### src/rtl/timing_control_unit.sv
// Timing control unit: waits each FIFO trigger word's interval, then pops it with a one-cycle re strobe.
// Optional build macro TCU_COARSE_SCALE_EN enables the x8 interval prescale selected by trigger bit 7.
module timing_control_unit (
  input  logic       clk,
  input  logic       rst,
  input  logic [7:0] trg_wrd,
  input  logic       fifo_empty,
  output logic       re
);

  typedef enum logic [1:0] {
    IDLE = 2'd0,
    WAIT = 2'd1,
    FIRE = 2'd2,
    GAP  = 2'd3
  } state_t;

`ifdef TCU_COARSE_SCALE_EN
  localparam int CNT_W = 10;
`else
  localparam int CNT_W = 7;
`endif

  localparam logic [CNT_W-1:0] CNT_ONE = 1;

  state_t           state, state_d;
  logic [CNT_W-1:0] cnt, cnt_d;
  logic [CNT_W-1:0] cnt_load;
  logic             re_d;

`ifdef TCU_COARSE_SCALE_EN
  function automatic logic [CNT_W-1:0] eff_interval(input logic [6:0] n, input logic coarse);
    return coarse ? {n, 3'b000} : {3'b000, n};
  endfunction

  assign cnt_load = eff_interval(trg_wrd[6:0], trg_wrd[7]);
`else
  // Bit 7 carries no meaning without the prescaler.
  logic unused_coarse;
  assign unused_coarse = trg_wrd[7];
  assign cnt_load      = trg_wrd[6:0];
`endif

  // State register: sync active-low reset returns to IDLE without popping the pending word
  always_ff @(posedge clk) begin
    if (!rst) begin
      state <= IDLE;
      cnt   <= '0;
      re    <= 1'b0;
    end else begin
      state <= state_d;
      cnt   <= cnt_d;
      re    <= re_d;
    end
  end

  // Next-state logic
  always_comb begin
    state_d = state;
    cnt_d   = cnt;
    case (state)
      IDLE: begin
        if (!fifo_empty) begin
          state_d = WAIT;
          cnt_d   = cnt_load;
        end
      end
      WAIT: begin
        if (cnt != '0) cnt_d = cnt - CNT_ONE;
        else           state_d = FIRE;
      end
      FIRE:    state_d = GAP;
      GAP:     state_d = IDLE;
      default: state_d = IDLE;
    endcase
  end

  // Output logic: re is registered so it is high exactly while the state is FIRE
  always_comb begin
    re_d = (state_d == FIRE);
  end

endmodule

### config.mk
export PLATFORM = sky130hd
export DESIGN_NAME = timing_control_unit
export DESIGN_NICKNAME = d
export VERILOG_FILES = /design/src/rtl/timing_control_unit.sv
export SDC_FILE = /design/constraint.sdc
export NUM_CORES = 1
export LEC_CHECK = 0
export ABC_AREA = 0
export CORE_MARGIN = 2
export CORE_UTILIZATION = 30
export CTS_BUF_LIST = sky130_fd_sc_hd__clkbuf_4
export DETAILED_ROUTE_END_ITERATION = 8
export PLACE_DENSITY = 0.54
export SLEW_MARGIN = 20
export SYNTH_ARGS = -nofsm -noshare
export SYNTH_HDL_FRONTEND = slang
export SYNTH_SLANG_ARGS = --single-unit
### constraint.sdc
create_clock -name clk -period 2.3 [get_ports clk]
set_input_delay 0.46 -clock clk [delete_from_list [all_inputs] [get_ports clk]]
set_output_delay 0.46 -clock clk [all_outputs]
set_load 0.05 [all_outputs]
Yosys cells after proc, flatten, opt, wreduce, memory -nomap -nowiden. Index checks and enable logic that the tools add are counted.

Bits of input ports: 11. Logic and storage cells: 20. Bits in latches: 0. Bits in writable memories: 0. Register bits: 10. Output and inout port bits: 1. Bits in read-only memories: 0. Memories: 0.

$add $sub $neg: 1. Bitwise operators: 0. Multiplexer cells: 6. Reductions and logical operators: 4. Div/mod/pow operators: 0. Eq/ne operators: 6. Shift-type cells: 0. $mul: 0. Magnitude comparators: 0.

Operator list (number): two-way mux 7 bit (2); case mux 7 bit (2 select lines) (1); case mux 2 bit (4 select lines) (1); nonzero test 7 bit (1); subtractor 7 x 1 -> 7 bit (second input constant) (1); equality test 2 bit (second input constant) (3); two-way mux 2 bit (2); != test 2 bit (second input constant) (2); AND reduction 3 bit (1); equality test 2 x 1 -> 1 bit (second input constant) (1); logical NOT 2 bit (1); nonzero test 2 bit (1).

Depth between registers and ports, before layout.
Word-level depth: 4. Depth in mapped cells: 7. Depth with buffers taken out: 6.

Least setup slack after synthesis. Ideal clock, no wire load.

Path type: register -> register. Start point: reg cnt[0]. End point: reg cnt[0]. Buffers on the path: 0. Required time: 2184 ps. Slack: 674 ps. Cell stages (with the launch flop): 7. Setup time: 116 ps. Data arrival time: 1511 ps. Clock period less this slack: 1626 ps. Cells stage by stage: dfxtp_1 > inv_1 > ha_1 > nor2b_1 > a311o_2 > a211o_1 > and3_1.

Cells in the longest elaborated chain, start to end: 3. Elaborated cells between the ends (all ways): 6. Those cells by class: add/sub: 1; eq/ne: 1; mux: 2; reduce/logical: 2.

RTL lines: start, declared (line 27) `logic [CNT_W-1:0] cnt, cnt_d;`; start signal, assigned (line 52) `cnt <= cnt_d;`; subtractor 7 x 1 -> 7 bit or nonzero test 7 bit (tied branches) (line 69) `if (cnt != '0) cnt_d = cnt - CNT_ONE;`; two-way mux 7 bit or != test 2 bit (tied branches); case mux 7 bit (2 select lines) or AND reduction 3 bit (tied branches).

Parallel ways exist; a longest one is shown, timed or not. The select of a mux whose other input is x is not followed. A chain may end at the register's enable or synchronous reset.

Worst setup path in the final report.
Start point: reg re. End point: out re.

RTL lines: start, declared (line 8) `output logic re`; start signal, assigned (line 53) `re <= re_d;`.

No word-level cell between the ends.

==> flow_summary.json <==
{
  "p_leak_nw": 0.3059,
  "postSynthNetCount": 88,
  "path_clk_slew_ps": 70,
  "async_reset_ff_share_pct": 0,
  "synth_top_area_share_pct": 33.40,
  "cp-end-kind": "output pin",
  "overflow": 0,
  "io_pins": 12,
  "dieHeight_um": 48.70,
  "maxSlewHeadroom_pct": 67.03,
  "finalSetupViolCount": 0,
  "setup_slack_ps": 486.0,
  "drive_gt1_share_pct": 9.091,
  "grt_first_pass_wirelength_um": 2104,
  "slowest_delay_ps": 790,
  "clockBufferDepth": 2,
  "cts_setup_buffers": 0,
  "drc": 0,
  "cts_made_buffers": 3,
  "antenna_cells": 0,
  "rsz0062_at_grt": "false",
  "dp_hpwl_um": 907.8,
  "crit_chain": "clkdlybuf4s50_1",
  "grt_max_degree": 13,
  "hold_viol": 0,
  "fin_worst_skew_ps": 8.741,
  "cts_hold_buf": 0,
  "num-nets-final": 102,
  "antenna_found_initial": 0,
  "dr.pass1.iters": 4,
  "grt_usage_pct": 11.21,
  "fmax_mhz": 551.3,
  "syn_area_um2": 599.3,
  "via_count": 557,
  "crit_type": "flop to output pin",
  "dp.cells": 111,
  "holdWs_ps": 491.6,
  "grt_pass1_vias": 484,
  "syn_to_final_growth_pct": 25.89,
  "start_kind": "flop",
  "slew_viol_final": 0,
  "numPortBuffers": 10,
  "ys_seq_area_share_pct": 33.40,
  "post_cts_resize_count": 0,
  "fillers": 211,
  "synthCells": 75,
  "first_iter_violations": 9,
  "rows": 16,
  "preCtsSetupSlack_ps": 319.7,
  "cp.buffers_inverters": 1,
  "power_per_cell_area_nw_per_um2": 801.3,
  "rrSetupSlack_ps": 590,
  "period_minus_slack_ps": 1814,
  "fin_crit_sh_pct": 78.87,
  "die_w_um": 48.70,
  "clock_latency_ps": 270,
  "outcome": "complete, no violations",
  "synthTopCellsByCount": "dfxtp_1, nand2_1, nor2_1",
  "coreArea_um2": 1922,
  "stdcell_area_um2": 754.5,
  "root_buffer": "clkbuf_4",
  "reg2reg_depth": 7,
  "wl_um": 1231,
  "hold_depth": 2,
  "r2r-end": "cnt[0]",
  "clock_sinks": 10,
  "ys.warnings.count": 0,
  "worst_slew_pin_slew_ps": 493.1,
  "synth_area_leaders": "dfxtp_1, a21boi_1, nor2b_1",
  "synth_most_common_cell": "dfxtp_1",
  "die_area_um2": 2371,
  "cp_max_fo": 1,
  "tns_ps": 0,
  "synth_cell_types": 27,
  "synth_top_cell_by_area": "dfxtp_1",
  "hp-class": "flop to flop",
  "critPathTopFamily": "buffers and inverters",
  "synth_edf_count": 0,
  "worstHoldStart": "cnt[6]",
  "arrival_ps": 1350,
  "r2r-start": "cnt[0]",
  "tritoncts": "yes",
  "ys_seq_elements": 10,
  "min_to": "cnt[6]",
  "ys.flop_type": "dfxtp_1",
  "finalPower_mw": 0.6045,
  "vdd_drop_max_mv": 0.3588,
  "initial_core_util_pct": 31.18,
  "htree_levels": 1,
  "instances_no_fill": 115,
  "antenna_left": 0,
  "avgSynthCellArea_um2": 7.991,
  "required_ps": 1840,
  "cap_violations": 0,
  "vias_per_cell": 4.843,
  "placed_area_um2": 728.2,
  "gp_congestion": 0.7037,
  "wl_per_cell_um": 10.70,
  "crit_slowest_cell": "clkdlybuf4s50_1",
  "final_core_util_pct": 39.26
}
-- worst max-delay path by stage --
| stage | start | to | slack [ps] | cells after the start |
|---|---|---|---|---|
| after global routing | re | re | 450 | 1 |
| after detailed placement | fifo_empty | cnt[0] | 320 | 6 |
| after global placement | fifo_empty | cnt[0] | 330 | 5 |
| after CTS | re | re | 480 | 1 |
| after floorplan | cnt[0] | cnt[0] | 670 | 6 |
| final | re | re | 490 | 1 |
-- layer usage --
layer / global-route usage, % / share of wire (%)
met5: 0 / 0
met4: 1.429 / 0.81
met3: 4.938 / 6.0
met2: 17.58 / 45
met1: 14.62 / 48
-- cells by family (layout without fill, tap and decap cells) --
logic type      after synthesis  in the layout  synth area share (%)
fa+ha+maj                     2              2                 4.175
compound gates               25             25                 27.77
flops                        10             10                 33.40
buf+inv                       5             18                 4.592
simple gates                 33             33                 30.06
-- layout by cell type, fill, tap and decap left out, types with 3 or more instances in the layout --
| cell | synthesis | layout |
|---|---|---|
| dfxtp_1 | 10 | 10 |
| nand3_1 | 3 | 3 |
| nor2b_1 | 5 | 5 |
| nand2_1 | 7 | 7 |
| nor2_1 | 6 | 6 |
| and2_1 | 3 | 3 |
| a21o_1 | 4 | 4 |
| a21oi_1 | 4 | 4 |
| clkbuf_4 | 0 | 3 |
| clkdlybuf4s50_1 | 0 | 10 |
| o21ai_1 | 5 | 5 |
| a21boi_1 | 5 | 5 |
-- sequential cells by signal, summed over array words and instances, names as in the netlist --
register	flops
re	1
state	2
cnt	7
-- area by class of cell --
| type | count | area (um^2) | share of cell area [%] |
|---|---|---|---|
| Clock buffer | 3 | 22.52 | 2.985 |
| Clock inverter | 1 | 3.754 | 0.4975 |
| Inverter | 2 | 7.507 | 0.9950 |
| Multi-Input combinational cell | 60 | 371.6 | 49.25 |
| Sequential cell | 10 | 200.2 | 26.53 |
| Tap cell | 27 | 33.78 | 4.478 |
| Timing Repair Buffer | 12 | 115.1 | 15.26 |
-- power breakdown --
part | leakage [nW] | total (mW) | switching (mW) | internal, mW
registers | 0.0824 | 0.235 | 0.0320 | 0.203
logic | 0.208 | 0.247 | 0.127 | 0.119
clock network | 0.0154 | 0.123 | 0.0600 | 0.0626
total | 0.306 | 0.605 | 0.219 | 0.385
Power figures use the tool's default switching activity.
